==> config.mk <==
export PLATFORM = sky130hd
export DESIGN_NAME = auto_nav_ctrl_flat
export DESIGN_NICKNAME = d
export VERILOG_FILES = /design/src/rtl/auto_nav_ctrl_if.sv /design/src/rtl/auto_nav_ctrl.sv /design/src/flat_wrapper.sv
export SDC_FILE = /design/constraint.sdc
export NUM_CORES = 1
export LEC_CHECK = 0
export CORE_MARGIN = 5
export CORE_UTILIZATION = 35
export CTS_BUF_LIST = sky130_fd_sc_hd__clkbuf_2
export CTS_CLUSTER_DIAMETER = 200
export DETAILED_ROUTE_END_ITERATION = 12
export GPL_TIMING_DRIVEN = 0
export HOLD_SLACK_MARGIN = 0.1
export PLACE_DENSITY = 0.5
export SYNTH_ARGS = -nofsm -noshare
export SYNTH_HDL_FRONTEND = slang
export SYNTH_SLANG_ARGS = --single-unit
==> constraint.sdc <==
create_clock -name clk -period 4.36 [get_ports clk]
set_input_delay 0.872 -clock clk [delete_from_list [all_inputs] [get_ports clk]]
set_output_delay 0.872 -clock clk [all_outputs]
set_load 0.02 [all_outputs]
==> src/rtl/auto_nav_ctrl_if.sv <==
// Signal bundle between the obstacle-avoidance controller and its environment:
// auto-mode enable and debounced barrier flags in, motion commands and status out.
interface auto_nav_ctrl_if;
  logic       start;
  logic       det_front;
  logic       det_left;
  logic       det_right;
  logic       det_back;
  logic       move_fwd;
  logic       move_back;
  logic       turn_left;
  logic       turn_right;
  logic [2:0] state;
  logic [7:0] turn_cnt;

  // Environment side: drives mode and sensor flags, observes commands.
  modport master (
    output start, det_front, det_left, det_right, det_back,
    input  move_fwd, move_back, turn_left, turn_right, state, turn_cnt
  );

  // Controller side.
  modport slave (
    input  start, det_front, det_left, det_right, det_back,
    output move_fwd, move_back, turn_left, turn_right, state, turn_cnt
  );
endinterface

==> src/rtl/auto_nav_ctrl.sv <==
// Obstacle-avoidance controller: cruises forward, settles on a front barrier,
// turns away (right preferred, then left, then about-face), re-checks, resumes.
// Optional macro REVERSE_ESCAPE_EN: a dead end first reverses for
// REVERSE_CYCLES (aborted early by a rear barrier) before turning around.
module auto_nav_ctrl #(
  parameter int SETTLE_CYCLES  = 50_000_000,
  parameter int TURN_CYCLES    = 40_000_000,
  parameter int REVERSE_CYCLES = 30_000_000,
  parameter int CNT_W          = 27
) (
  input  logic           clk,
  input  logic           rst,
  auto_nav_ctrl_if.slave bus
);

  typedef enum logic [2:0] {
    IDLE        = 3'd0,
    FORWARD     = 3'd1,
    SETTLE      = 3'd2,
    TURN_R      = 3'd3,
    TURN_L      = 3'd4,
    TURN_AROUND = 3'd5,
    CHECK       = 3'd6,
    REVERSE     = 3'd7
  } state_t;

  // Timer counts down from (duration - 1); the state's last cycle is timer == 0.
  localparam logic [CNT_W-1:0] SETTLE_LOAD  = CNT_W'(SETTLE_CYCLES - 1);
  localparam logic [CNT_W-1:0] TURN_LOAD    = CNT_W'(TURN_CYCLES - 1);
  localparam logic [CNT_W-1:0] AROUND_LOAD  = CNT_W'(2 * TURN_CYCLES - 1);
  localparam logic [CNT_W-1:0] REVERSE_LOAD = CNT_W'(REVERSE_CYCLES - 1);
  localparam logic [CNT_W-1:0] TIMER_ZERO   = {CNT_W{1'b0}};
  localparam logic [CNT_W-1:0] TIMER_ONE    = CNT_W'(1);

  state_t           cur_state;
  state_t           nxt_state;
  state_t           dead_end_state;
  logic [CNT_W-1:0] timer;
  logic [CNT_W-1:0] nxt_timer;
  logic [7:0]       cnt;
  logic             cnt_inc;
  logic             expired;
  logic             fwd, back, left, right;
  logic             nxt_fwd, nxt_back, nxt_left, nxt_right;

  assign expired = (timer == TIMER_ZERO);

`ifdef REVERSE_ESCAPE_EN
  // A dead end reverses first unless something is already behind us.
  assign dead_end_state = bus.det_back ? TURN_AROUND : REVERSE;
`else
  assign dead_end_state = TURN_AROUND;
`endif

  // Next-state and timer-load logic; losing auto mode overrides everything.
  always_comb begin
    nxt_state = cur_state;
    nxt_timer = expired ? timer : (timer - TIMER_ONE);
    cnt_inc   = 1'b0;
    if (!bus.start) begin
      nxt_state = IDLE;
      nxt_timer = TIMER_ZERO;
    end else begin
      case (cur_state)
        IDLE: begin
          nxt_state = FORWARD;
          nxt_timer = TIMER_ZERO;
        end
        FORWARD: begin
          if (bus.det_front) begin
            nxt_state = SETTLE;
            nxt_timer = SETTLE_LOAD;
          end else begin
            nxt_state = FORWARD;
          end
        end
        SETTLE: begin
          // Flags only matter on the final settle cycle.
          if (!expired) begin
            nxt_state = SETTLE;
          end else if (!bus.det_right) begin
            nxt_state = TURN_R;
            nxt_timer = TURN_LOAD;
          end else if (!bus.det_left) begin
            nxt_state = TURN_L;
            nxt_timer = TURN_LOAD;
          end else if (dead_end_state == REVERSE) begin
            nxt_state = REVERSE;
            nxt_timer = REVERSE_LOAD;
          end else begin
            nxt_state = TURN_AROUND;
            nxt_timer = AROUND_LOAD;
          end
        end
        TURN_R, TURN_L, TURN_AROUND: begin
          if (expired) begin
            nxt_state = CHECK;
            nxt_timer = TIMER_ZERO;
            cnt_inc   = 1'b1;
          end else begin
            nxt_state = cur_state;
          end
        end
        CHECK: begin
          if (bus.det_front) begin
            nxt_state = SETTLE;
            nxt_timer = SETTLE_LOAD;
          end else begin
            nxt_state = FORWARD;
            nxt_timer = TIMER_ZERO;
          end
        end
        REVERSE: begin
          // A rear barrier cuts the reverse short.
          if (expired || bus.det_back) begin
            nxt_state = TURN_AROUND;
            nxt_timer = AROUND_LOAD;
          end else begin
            nxt_state = REVERSE;
          end
        end
        default: begin
          nxt_state = IDLE;
          nxt_timer = TIMER_ZERO;
        end
      endcase
    end
  end

  // Motion decode from the next state, so registered commands line up with the state register.
  always_comb begin
    nxt_fwd   = 1'b0;
    nxt_back  = 1'b0;
    nxt_left  = 1'b0;
    nxt_right = 1'b0;
    case (nxt_state)
      FORWARD:             nxt_fwd   = 1'b1;
      TURN_R, TURN_AROUND: nxt_right = 1'b1;
      TURN_L:              nxt_left  = 1'b1;
      REVERSE:             nxt_back  = 1'b1;
      default: begin
        nxt_fwd   = 1'b0;
        nxt_back  = 1'b0;
        nxt_left  = 1'b0;
        nxt_right = 1'b0;
      end
    endcase
  end

  // State register, duration timer and saturating turn counter.
  always_ff @(posedge clk) begin
    if (rst) begin
      cur_state <= IDLE;
      timer     <= TIMER_ZERO;
      cnt       <= 8'd0;
    end else begin
      cur_state <= nxt_state;
      timer     <= nxt_timer;
      if (cnt_inc && (cnt != 8'hFF)) begin
        cnt <= cnt + 8'd1;
      end
    end
  end

  // Registered motion commands.
  always_ff @(posedge clk) begin
    if (rst) begin
      fwd   <= 1'b0;
      back  <= 1'b0;
      left  <= 1'b0;
      right <= 1'b0;
    end else begin
      fwd   <= nxt_fwd;
      back  <= nxt_back;
      left  <= nxt_left;
      right <= nxt_right;
    end
  end

  assign bus.move_fwd   = fwd;
  assign bus.move_back  = back;
  assign bus.turn_left  = left;
  assign bus.turn_right = right;
  assign bus.state      = cur_state;
  assign bus.turn_cnt   = cnt;

endmodule

==> src/flat_wrapper.sv <==
// flat-port wrapper written by rule: the top's interface ports become plain ports
module auto_nav_ctrl_flat 
#(
  parameter int SETTLE_CYCLES  = 50_000_000,
  parameter int TURN_CYCLES    = 40_000_000,
  parameter int REVERSE_CYCLES = 30_000_000,
  parameter int CNT_W          = 27
)
  (clk, rst, bus_start, bus_det_front, bus_det_left, bus_det_right, bus_det_back, bus_move_fwd, bus_move_back, bus_turn_left, bus_turn_right, bus_state, bus_turn_cnt);
  auto_nav_ctrl_if bus_i ();
  input  logic clk;
  input  logic rst;
  input wire logic [$bits(bus_i.start)-1:0] bus_start;
  input wire logic [$bits(bus_i.det_front)-1:0] bus_det_front;
  input wire logic [$bits(bus_i.det_left)-1:0] bus_det_left;
  input wire logic [$bits(bus_i.det_right)-1:0] bus_det_right;
  input wire logic [$bits(bus_i.det_back)-1:0] bus_det_back;
  output wire logic [$bits(bus_i.move_fwd)-1:0] bus_move_fwd;
  output wire logic [$bits(bus_i.move_back)-1:0] bus_move_back;
  output wire logic [$bits(bus_i.turn_left)-1:0] bus_turn_left;
  output wire logic [$bits(bus_i.turn_right)-1:0] bus_turn_right;
  output wire logic [$bits(bus_i.state)-1:0] bus_state;
  output wire logic [$bits(bus_i.turn_cnt)-1:0] bus_turn_cnt;
  assign bus_i.start = bus_start;
  assign bus_i.det_front = bus_det_front;
  assign bus_i.det_left = bus_det_left;
  assign bus_i.det_right = bus_det_right;
  assign bus_i.det_back = bus_det_back;
  assign bus_move_fwd = bus_i.move_fwd;
  assign bus_move_back = bus_i.move_back;
  assign bus_turn_left = bus_i.turn_left;
  assign bus_turn_right = bus_i.turn_right;
  assign bus_state = bus_i.state;
  assign bus_turn_cnt = bus_i.turn_cnt;
  auto_nav_ctrl #(.SETTLE_CYCLES(SETTLE_CYCLES), .TURN_CYCLES(TURN_CYCLES), .REVERSE_CYCLES(REVERSE_CYCLES), .CNT_W(CNT_W)) u_core (.clk(clk), .rst(rst), .bus(bus_i));
endmodule
== Yosys cells after proc, flatten, opt, wreduce, memory -nomap -nowiden ==
Cells that the tools add are included.

* Add/sub/neg operators: 2
* Multiply operators: 0
* Divide/modulo/power cells: 0
* Magnitude comparators: 0
* Equal/unequal tests: 13
* Shift-type cells: 0
* Muxes and demuxes: 24
* Bitwise gates (word level): 1
* Reduce and logical (&&, ||, !) cells: 8

{| class="wikitable"
|+ Operators by type and width
! kind !! number
|-
| $mux 27 || 7
|-
| $pmux 27 s6 || 1
|-
| $logic_not 27->1 || 1
|-
| $sub 27x1->27 const B || 1
|-
| $mux 26 || 1
|-
| $eq 3x3->1 const B || 7
|-
| $pmux 3 s5 || 1
|-
| $mux 3 || 4
|-
| $eq 3x2->1 const B || 3
|-
| $add 8x1->8 const B || 1
|-
| $mux 1 || 8
|-
| $ne 8x8->1 const B || 1
|-
| $eq 3x1->1 const B || 2
|-
| $reduce_or 2->1 || 3
|-
| $mux 2 || 2
|-
| $logic_not 3->1 || 1
|-
| $reduce_or 3->1 || 1
|-
| $logic_and 1x1->1 || 1
|-
| $logic_or 1x1->1 || 1
|-
| $not 1->1 || 1
|}

* Register bits after elaboration: 42
* Latch bits: 0
* Bits in writable memories: 0
* Bits in read-only memories: 0
* Input bits: 7
* Output and inout bits: 15
* Logic and storage cells: 55
* Memories kept: 0

== Logic depth before layout (Yosys ltp) ==
Gate-level depths: netlist of the first run.

* Depth after elaboration: 8
* Depth in mapped cells: 11
* Mapped depth without buffers: 11

== Worst setup path after synthesis of the first run ==
OpenSTA, ideal clock, no wires.

* Path kind: register -> register
* Start point: register u_core.timer[4]
* End point: register u_core.timer[0]
* Setup time: 0.132 ns
* Data arrival time: 2.456 ns
* Required time: 4.228 ns
* Path slack: 1.771 ns
* Cell stages (with the launch flop): 11
* Path buffers: 2
* Path through: dfxtp_1 buf_6 or4_4 or4_1 buf_4 nor2_4 inv_2 ha_1 o21ai_0 a221oi_1 a21oi_1

* Longest elaborated chain between the ends: 4
* Elaborated cells between the ends (all ways): 8
* Classes of those cells: mux: 6; reduce/logical: 2

{| class="wikitable"
|+ RTL lines
! what !! RTL line !! text
|-
| start, declared || auto_nav_ctrl.sv:38 || <nowiki>logic [CNT_W-1:0] timer;</nowiki>
|-
| start signal, assigned || auto_nav_ctrl.sv:158 || <nowiki>timer <= nxt_timer;</nowiki>
|-
| $logic_not 27->1 * || auto_nav_ctrl.sv:46 || <nowiki>assign expired = (timer == TIMER_ZERO);</nowiki>
|-
| $mux 27 or $logic_or 1x1->1 (tied branches) || auto_nav_ctrl.sv:58, auto_nav_ctrl.sv:115 ||
|-
| $mux 27, on equally long branches || - ||
|-
| $pmux 27 s6 * || auto_nav_ctrl.sv:64 || <nowiki>case (cur_state)</nowiki>
|}

Every way passes the cells marked *; elsewhere a longest branch is shown, timed or not.
A chain may end at the register's enable or synchronous reset.

== Worst setup path after layout of the first run ==
* Start point: register u_core.timer[4]
* End point: register u_core.timer[22]

* Longest elaborated chain between the ends: 4
* Elaborated cells between the ends (all ways): 9
* Classes of those cells: add/sub: 1; mux: 6; reduce/logical: 2

{| class="wikitable"
|+ RTL lines
! what !! RTL line
|-
| $sub 27x1->27 or $logic_not 27->1 (tied branches) || auto_nav_ctrl.sv:58, auto_nav_ctrl.sv:46
|-
| $mux 27 or $logic_or 1x1->1 (tied branches) || auto_nav_ctrl.sv:58, auto_nav_ctrl.sv:115
|-
| $mux 27, on equally long branches || -
|-
| $pmux 27 s6 * || auto_nav_ctrl.sv:64
|}

Marked as above.

==> impl_summary.txt, run 1 <==
----------------------------------------------------
[Detailed routing]
  Iter 0 DRT Violations ... slightly above 100
  Number of iterations in the first detailed-routing pass ... 5
  Vias per Instance ... 5.376
  Detailed-route wire length per cell ... between 15 and 20 µm
  Final routed DRC violation total ... 0
  Final Routed Wirelength ... approximately 7000 µm
  Count of nets left with antenna violations after detail routing ... 0
  DR vias ... 2333

[Yosys]
  Netlist area before placement ... 2456 µm²
  Number of synthesized flops with an enable pin ... 0
  Ys Warns ... 0
  Number of instances in the synthesized netlist ... 311
  Synthesized net count ... between 300 and 400
  Share of the synthesized area in the top cell type ... 34.23%
  Part of the Yosys area used for sequential elements ... around 34%
  Ys flop type ... dfxtp_1
  Number of library cell types mapped by synthesis ... 52
  Post-Synthesis Mean Instance Area ... 7.897 µm²
  Flip-flop and latch count after synthesis ... 42
  Cell accounting for the most synthesized area ... dfxtp_1
  List of most frequent post-synthesis cells ... dfxtp_1, nor2_1, a21oi_1, nand2_1, o21ai_0
  Top post-synthesis cells by area ... dfxtp_1, xnor2_1, a21oi_1
  Async set or reset register ratio after synthesis ... 0%
  Most repeated cell in the gate-level netlist after synthesis ... dfxtp_1

[Critical path]
  Launch point of the worst reg-to-reg path ... u_core.timer[4]
  Crit. End Element ... flip-flop
  Maximum net fanout on the critical path ... 11
  R2R setup slack ... around 1.4 ns
  Startpoint Class ... flip-flop
  Worst setup path startpoint ... u_core.timer[4]
  Path depth of the worst reg2reg path ... 8
  Worst reg2reg path endpoint ... u_core.timer[22]
  CP max stage delay ... ~0.72 ns
  Worst path required time ... around 4.7 ns
  Crit-path cells ... buf_6 -> or4_4 -> or4_1 -> buf_4 -> nor2_4 -> inv_2 -> o21ai_0 -> a21oi_1
  Standard cell with the maximum stage delay on the critical path ... o21ai_0
  Worst setup path endpoint ... u_core.timer[22]
  Critical path type ... reg -> reg
  WP data arrival ... between 3 and 4 ns

[Layout]
  Layout cells sized above 1 ... between 6 and 7%
  Nets ... around 350
  Syn-to-layout area delta ... 15.28%
  Number of antenna cells inserted ... 0

[Placed design]
  HPWL after detailed placement ... around 5000 µm
  Count of input and output buffers ... 19
  Final weighted congestion of routability-driven global placement ... between 0.8 and 0.9

[Timing]
  Max Fclk ... approximately 340 MHz
  Period utilisation layout ... around two thirds
  Slew Limit Fails ... 0
  Final Hold Vio Count ... 0
  Min cycle time layout ... around 3 ns
  Setup repair after global routing missed its margin ... false
  Worst-margin pin slew ... just under 1 ns
  TNS Setup ... 0 ns
  Worst Skew ... about 0.011 ns
  Remaining max-slew budget at the tightest pin ... between 30% and 40%
  Final Setup Violations ... 0

[Clock network]
  Clock transition at path regs ... approximately 0.24 ns
  Root Buffer Master ... clkbuf_2
  Total number of H-tree levels ... 2
  Number of buffers created by CTS ... 5
  Clock sinks ... 42
  Worst skew pair latency ... ~0.43 ns
  Buffer levels on the longest clock path ... 2
  Hold-fix buffer count after cts ... 0
  TritonCTS clock tree ... yes
  Post-cts resize count ... 0
  Post-CTS setup-driven buffer insertion count ... 0

[Pwr]
  Leakage power ... 1.025 nW
  Total power per unit cell area ... between 200 and 300 nW/µm²
  Maximum VDD drop ... between 0.1 and 0.15 mV
  PnR Total Power ... approximately 0.76 mW

[Die]
  Area of the core region ... approximately 6800 µm²
  Die area ... between 8000 and 9000 µm²
  Initial cell density of the core ... roughly 36%
  Die extent in x ... ~94 µm
  Top-level port count ... 22
  Total number of placement rows ... 30
  Die span in y ... approximately 94 µm

[Job]
  Max Cap Violations ... 0

[Hold path]
  Type of the most critical hold path ... reg -> reg

[GRT]
  Number of antenna violations at the first check in global routing ... 0
  Global route total overflow ... 0
  Vias in the first global route ... roughly 2200
  Pin count of the biggest net entering global routing ... 14
  First-pass GRT wire length ... about 12000 µm
  Total global-route track usage ... between 15 and 20%

[Run status]
  Status ... complete, no violations

----------------------------------------------------
## power by group
| part | total (mW) | internal [mW] | switching [mW] |
|---|---|---|---|
| clock network | 0.240 | 0.0951 | 0.145 |
| registers | 0.390 | 0.388 | 0.00222 |
| logic | 0.135 | 0.0505 | 0.0841 |
## registers in the layout (all words and copies together), names as in the netlist
name / flops
u_core.timer: 27
u_core.bus.turn_cnt: 8
u_core.bus.state: 3
u_core.bus.move_back: 1
u_core.bus.move_fwd: 1
u_core.bus.turn_left: 1
u_core.bus.turn_right: 1
## area by class of cell
class                   count  area [µm²]
well taps                  96       120.1
fillers                   714        3963
plain buffers              15       70.07
flip-flops and latches     42       840.8
repair buffers             19       190.2
inverters                   7       26.28
clock buffers               5       25.02
multi-input cells         247        1519
clock inverters             3       40.04
## how the worst min path moves through the flow
stage,start,endpoint,cells after the start
detailed placement,u_core.timer[3],u_core.timer[3],2
global placement,u_core.timer[3],u_core.timer[3],2
finish,u_core.timer[3],u_core.timer[3],2
CTS,u_core.timer[3],u_core.timer[3],2
floorplan,u_core.timer[3],u_core.timer[3],2
global route,u_core.timer[9],u_core.timer[9],2
## stage by stage
stage	hold slack [ns]	util, %	setup WS [ns]	std cells	cell area [µm²]
detailed placement	0.5261	40.72	1.454	426	2766
CTS	0.5494	41.68	1.440	434	2831
floorplan	0.4973	-	1.771	311	2456
global placement	0.5217	40.72	1.478	426	2766
finish	0.5558	41.68	1.432	434	2831
global route	0.5900	41.68	1.288	434	2831
## critical path, delay by kind of cell, from the launching register on
| family | cells | cell delay, ns |
|---|---|---|
| buffers and inverters | 3 | 0.44 |
| DFF | 1 | 0.36 |
| AOI/OAI and AO/OA | 2 | 0.79 |
| and+or+nand+nor | 3 | 1.21 |
## kinds of logic after synthesis
kind of cell	Yosys count	synth area share, %
AOI/OAI and AO/OA	81	20.22
and+or+nand+nor	133	29.04
muxes	1	0.4076
adders and majority gates	5	2.547
xor gates and xnor gates	27	9.628
buffers and inverters	22	3.922
DFF	42	34.23
## per-layer routing
layer  share of wire [%]  vias up  GRT usage (%)
met1                  49     1051          24.02
met2                  43       86          25.72
met5                   0        -              0
met3                 6.2       15          2.885
met4                 1.7        0          4.934
li1                    -     1181              -
## cell usage in the layout, fill, tap and decap left out, types with 6 or more instances in the layout
cell / synthesis / final
a21oi_1: 26 / 26
clkbuf_1: 11 / 11
clkdlybuf4s50_1: 0 / 19
dfxtp_1: 42 / 42
inv_1: 6 / 6
nand2_1: 26 / 26
nand3_1: 8 / 8
nand4_1: 9 / 9
nor2_1: 34 / 34
nor3_1: 11 / 11
nor4_1: 7 / 7
o21ai_0: 23 / 23
xnor2_1: 15 / 15
xor2_1: 12 / 12
No activity file was read; power rests on OpenSTA's default activity.
==> inputs of run 2 (changes only) <==
==> constraint.sdc (replaced) <==
create_clock -name clk -period 2.84 [get_ports clk]
set_input_delay 0.568 -clock clk [delete_from_list [all_inputs] [get_ports clk]]
set_output_delay 0.568 -clock clk [all_outputs]
set_load 0.02 [all_outputs]
==> run 2 against run 1 <==
Clock skew decreased by 0.0042 ns. Cell count grew 0.69%. Register-to-register slack worse by 1.3 ns. Final area increased by 2.0%. Sequential power is 54% higher. Fmax is 7.2% higher. Routed wire length up 0.61%. First-iteration DRC count up 16%. Sequential share of layout area shrank 0.49 points. Clock power rose by 53%. Total power is 55% higher. Sequential cell count stayed put. Highest routed layer unchanged.
==> impl_summary.txt, run 2 (same netlist as run 1, synthesis figures left out) <==
----------------------------------------------------
[Run status]
  Status ... complete, no violations

[Detailed routing]
  Count of nets left with antenna violations after detail routing ... 0
  Vias per Instance ... around 5.3
  Final Routed Wirelength ... ~7000 µm
  Detailed-route wire length per cell ... around 16 µm
  Final routed DRC violation total ... 0
  Number of iterations in the first detailed-routing pass ... 4
  Iter 0 DRT Violations ... 118
  DR vias ... roughly 2300

[Clock network]
  Hold-fix buffer count after cts ... 0
  Clock transition at path regs ... between 0.2 and 0.25 ns
  Total number of H-tree levels ... 2
  Number of buffers created by CTS ... 5
  TritonCTS clock tree ... yes
  Root Buffer Master ... clkbuf_2
  Buffer levels on the longest clock path ... 2
  Worst skew pair latency ... approximately 0.42 ns
  Clock sinks ... 42

[Critical path]
  Critical path type ... reg -> reg
  Startpoint Class ... flip-flop
  Crit. End Element ... flip-flop
  Maximum net fanout on the critical path ... 11
  Worst path required time ... between 3 and 4 ns
  Worst reg2reg path endpoint ... u_core.timer[0]
  Launch point of the worst reg-to-reg path ... u_core.timer[7]
  WP data arrival ... slightly above 3 ns
  Path depth of the worst reg2reg path ... 9
  R2R setup slack ... roughly 0.11 ns

[Layout]
  Storage element area ... 843.3 µm²
  Area of the multi-input gates ... around 1500 µm²
  Commonest cells after routing, fill and taps aside ... dfxtp_1, nor2_1, nand2_1, a21oi_1, o21ai_0
  Leading cell type in the layout, fill and taps excluded ... dfxtp_1
  Nets ... approximately 350
  Number of antenna cells inserted ... 0
  Layout cells sized above 1 ... 8.504%
  Number of flip-flops under the largest register name ... 27
  Syn-to-layout area delta ... 17.58%
  Number of filler instances in the final layout ... 718
  Largest Register ... u_core.timer

[Die]
  Top-level port count ... 22
  Area of the core region ... 6794 µm²
  Die span in y ... 93.77 µm
  Die area ... 8793 µm²
  Initial cell density of the core ... a little over a third
  Die extent in x ... 93.77 µm
  Total number of placement rows ... 30

[GRT]
  First-pass GRT wire length ... 11540 µm
  Number of antenna violations at the first check in global routing ... 0
  Global route total overflow ... 0
  Vias in the first global route ... between 2000 and 2500
  Total global-route track usage ... approximately 17%
  Pin count of the biggest net entering global routing ... 14

[Placed design]
  Count of input and output buffers ... 19
  HPWL after detailed placement ... between 5000 and 6000 µm
  Final weighted congestion of routability-driven global placement ... approximately 0.81

[Timing]
  Worst-margin pin slew ... 0.7787 ns
  Final Setup Violations ... 0
  Slew Limit Fails ... 0
  Period utilisation layout ... a little over nine tenths
  Post-route worst hold slack ... roughly 0.48 ns
  Remaining max-slew budget at the tightest pin ... 48.09%
  Final Hold Vio Count ... 0
  Min cycle time layout ... around 2.7 ns
  Max Fclk ... ~370 MHz
  Worst Skew ... roughly 0.0073 ns

[Pwr]
  PnR Total Power ... 1.185 mW
  Total power per unit cell area ... roughly 400 nW/µm²
  Maximum VDD drop ... about 0.18 mV
  Leakage power ... 1.050 nW

[Hold path]
  Origin of the worst min-delay path ... rst
  Endpoint, Worst Hold ... u_core.bus.turn_cnt[0]
  Min-Delay Path Depth ... 2
  Type of the most critical hold path ... in -> reg

[Job]
  Max Cap Violations ... 0

----------------------------------------------------
run 2: cell count changes in the layout (fill, tap and decap cells not counted), sizes merged:
cell	before	now
buf	4	7
run 2: worst max path at each step:
stage / start / to / slack [ns] / cells after the start
6_report: u_core.timer[7] / u_core.timer[0] / 0.11 / 9
5_1_grt: u_core.timer[8] / u_core.timer[0] / -0.001 / 9
3_5_place_dp: u_core.timer[4] / u_core.timer[22] / -0.07 / 8
3_3_place_gp: u_core.timer[4] / u_core.timer[22] / -0.04 / 8
4_1_cts: u_core.timer[4] / u_core.timer[0] / 0.01 / 10
2_1_floorplan: u_core.timer[4] / u_core.timer[0] / 0.25 / 10
run 2: critical path, cell delays in order (launching register included):
cell      delay [ns]
dfxtp_1         0.39
or4_4           0.59
or4_4           0.50
buf_6           0.16
nor2_4          0.14
inv_4           0.09
ha_1            0.28
o21ai_0         0.08
a221oi_1        0.29
a21oi_1         0.11
run 2: report_power, final:
part / switching (mW) / internal (mW) / total [mW]
Combinational: 0.133 / 0.0855 / 0.218
Sequential: 0.00342 / 0.596 / 0.599
Clock: 0.222 / 0.146 / 0.368
run 2: area by class of cell:
| cell class | instances | share of cell area (%) |
|---|---|---|
| multi-input combinational | 247 | 53.47 |
| timing repair buffer | 22 | 7.366 |
| inverter | 7 | 0.9965 |
| buffer | 15 | 2.556 |
| clock inverter | 3 | 1.386 |
| sequential | 42 | 29.20 |
| tap | 96 | 4.159 |
| clock buffer | 5 | 0.8666 |
run 2: layer usage:
metal	vias to the layer above	wire, µm	global-route usage, %
met5	-	0	0
met4	0	125	4.934
met3	12	465	2.885
met2	65	3014	25.72
met1	1039	3437	24.02
li1	1183	-	-
run 2: metrics by stage:
step	cells	worst slack, ns	instance area [µm²]	setup TNS, ns	util, %
floorplan	311	0.2514	2456	0	-
global placement	426	-0.04228	2766	-0.1876	40.72
detailed placement	426	-0.06630	2766	-0.3060	40.72
CTS	434	0.009512	2834	0	41.71
global route	437	-0.001378	2888	-0.001378	42.50
finish	437	0.1079	2888	0	42.50
run 2: what timing repair did:
action | CTS | global route
setup buffers | 0 | 3
gates resized for setup | 2 | 9
pin swaps | 0 | 4
setup endpoints to repair | 6 | 27
==> inputs of run 3 (changes only) <==
--- a/config.mk
+++ b/config.mk
@@ -5,10 +5,11 @@
 export SDC_FILE = /design/constraint.sdc
 export NUM_CORES = 1
 export LEC_CHECK = 0
-export CORE_MARGIN = 5
+export CORE_MARGIN = 3
 export CORE_UTILIZATION = 35
 export CTS_BUF_LIST = sky130_fd_sc_hd__clkbuf_2
 export CTS_CLUSTER_DIAMETER = 200
+export CTS_CLUSTER_SIZE = 14
 export DETAILED_ROUTE_END_ITERATION = 12
 export GPL_TIMING_DRIVEN = 0
 export HOLD_SLACK_MARGIN = 0.1
==> run 3 against run 2 <==
Die area down 8.3%. First-iteration DRC count up 1.7%. Critical endpoint unchanged. Sequential cell count unchanged.
==> impl_summary.txt, run 3 (same netlist as run 1, synthesis figures left out) <==
----------------------------------------------------
[Critical path]
  WP data arrival ... roughly 3.0 ns
  CP max stage delay ... between 0.5 and 0.6 ns
  Number of buffer and inverter instances along the worst setup path ... 2
  Cell family with most CP delay ... simple AND/OR/NAND/NOR gates
  Worst setup path endpoint ... u_core.timer[0]
  Critical path type ... reg -> reg
  Worst reg2reg path endpoint ... u_core.timer[0]
  Standard cell with the maximum stage delay on the critical path ... or4_4
  Worst setup path startpoint ... u_core.timer[5]
  Worst path required time ... roughly 3.1 ns
  Startpoint Class ... flip-flop
  Worst path depth ... 9
  R2R setup slack ... roughly 0.12 ns
  Crit-path cells ... or4_4 -> or4_1 -> buf_6 -> nor2_4 -> clkinv_4 -> ha_1 -> o21ai_0 -> a221oi_1 -> a21oi_1
  Maximum net fanout on the critical path ... 6
  Path depth of the worst reg2reg path ... 9
  Crit. End Element ... flip-flop
  Launch point of the worst reg-to-reg path ... u_core.timer[5]

[Pwr]
  PnR Total Power ... around 1.1 mW
  Total power per unit cell area ... approximately 380 nW/µm²
  Maximum VDD drop ... 0.2183 mV
  Leakage power ... approximately 1.1 nW

[Layout]
  Commonest cells after routing, fill and taps aside ... dfxtp_1, nor2_1, nand2_1
  Syn-to-layout area delta ... 19.61%
  Largest Register ... u_core.timer
  Final standard cell utilization of the core ... 44.73%
  Nets ... 360
  Leading cell type in the layout, fill and taps excluded ... dfxtp_1
  Number of filler instances in the final layout ... between 600 and 700
  Number of flip-flops under the largest register name ... 27
  Number of antenna cells inserted ... 0
  Layout cells sized above 1 ... between 10% and 20%

[Die]
  Initial cell density of the core ... between 30% and 40%
  Top-level port count ... 22
  Die extent in x ... between 80 and 90 µm
  Die span in y ... 89.77 µm
  Area of the core region ... approximately 6600 µm²
  Total number of placement rows ... 29
  Die area ... slightly above 8000 µm²

[GRT]
  Global route total overflow ... 0
  Vias in the first global route ... 2264
  Number of antenna violations at the first check in global routing ... 0
  First-pass GRT wire length ... 11360 µm
  Total global-route track usage ... between 10% and 20%
  Pin count of the biggest net entering global routing ... 14

[Hold path]
  Min-Delay Path Depth ... 2
  Origin of the worst min-delay path ... rst
  Type of the most critical hold path ... in -> reg

[Clock network]
  Root Buffer Master ... clkbuf_2
  Buffer levels on the longest clock path ... 2
  Number of buffers created by CTS ... 5
  TritonCTS clock tree ... yes
  Worst skew pair latency ... around 0.43 ns
  Clock transition at path regs ... between 0.2 and 0.3 ns
  Clock sinks ... 42
  Total number of H-tree levels ... 2

[Detailed routing]
  Detailed-route wire length per cell ... between 15 and 20 µm
  Final Routed Wirelength ... 7036 µm
  Vias per Instance ... about 5.4
  Count of nets left with antenna violations after detail routing ... 0
  Final routed DRC violation total ... 0
  Iter 0 DRT Violations ... between 100 and 150
  Number of iterations in the first detailed-routing pass ... 5
  DR vias ... about 2400

[Timing]
  Least setup slack across all paths after layout ... between 0.1 and 0.15 ns
  Final Setup Violations ... 0
  TNS Setup ... 0 ns
  Worst-margin pin slew ... approximately 0.76 ns
  Min cycle time layout ... ~2.7 ns
  Post-route worst hold slack ... about 0.46 ns
  Max Fclk ... 367.1 MHz
  Remaining max-slew budget at the tightest pin ... between 40% and 50%
  Slew Limit Fails ... 0
  Final Hold Vio Count ... 0
  Worst Skew ... between 0.03 and 0.04 ns
  Period utilisation layout ... ~96%

[Run status]
  Status ... complete, no violations

[Placed design]
  Final weighted congestion of routability-driven global placement ... a little over 0.8
  Worst slack at placement ... -0.05487 ns
  Count of input and output buffers ... 19
  HPWL after detailed placement ... approximately 5100 µm

[Job]
  Max Cap Violations ... 0

----------------------------------------------------
-- run 3: cell types whose count changed in the layout (fill, tap and decap cells not counted), moves of 2 or more --
cell	delta
o21ai_1	-2
buf_4	+7
clkinv_4	+2
o21ai_0	+2
-- run 3: timing repair --
| action | CTS | global route |
|---|---|---|
| endpoints found under the hold margin | 0 | 0 |
| endpoints found under the setup margin | 7 | 21 |
| hold buffers | 0 | 0 |
| pin swaps | 0 | 5 |
| buffers inserted | 0 | 11 |
| resized for setup | 3 | 10 |
-- run 3: stage by stage --
step           area (µm²)  instances
3_3_place_gp         2763        423
4_1_cts              2818        431
6_report             2938        442
5_1_grt              2938        442
3_5_place_dp         2763        423
2_1_floorplan        2456        311
-- run 3: cell type report --
cell class,count,area [µm²],share of cell area [%]
Multi-Input combinational cell,247,1548,52.68
Sequential cell,42,847.1,28.83
Timing Repair Buffer,30,277.8,9.455
Tap cell,93,116.4,3.961
Buffer,15,73.82,2.513
Inverter,7,31.28,1.065
Clock buffer,6,30.03,1.022
Clock inverter,2,13.76,0.4685
-- run 3: worst reg2reg max path: stages, from the launching register on --
cell and delay (ns):
dfxtp_4 0.40, or4_4 0.56, or4_1 0.50, buf_6 0.16
nor2_4 0.15, clkinv_4 0.10, ha_1 0.27, o21ai_0 0.08
a221oi_1 0.27, a21oi_1 0.10
-- run 3: per-layer routing --
layer,vias to the layer above,GRT usage [%],part of all wire [%]
met4,0,5.109,1.8
li1,1200,-,-
met1,1101,24.05,50
met3,12,4.007,3.9
met2,66,27.26,44
met5,-,0,0
-- run 3: worst min path at each step --
stage / to
after CTS: u_core.bus.turn_cnt[4]
after global placement: u_core.timer[3]
final: u_core.bus.turn_cnt[4]
after global routing: u_core.bus.turn_cnt[4]
after detailed placement: u_core.bus.turn_cnt[5]
after floorplan: u_core.timer[3]
-- run 3: power by group --
part / total, mW / internal, mW / switching, mW
Sequential: 0.598 / 0.595 / 0.00340
Combinational: 0.237 / 0.0990 / 0.138
Clock: 0.278 / 0.0649 / 0.213
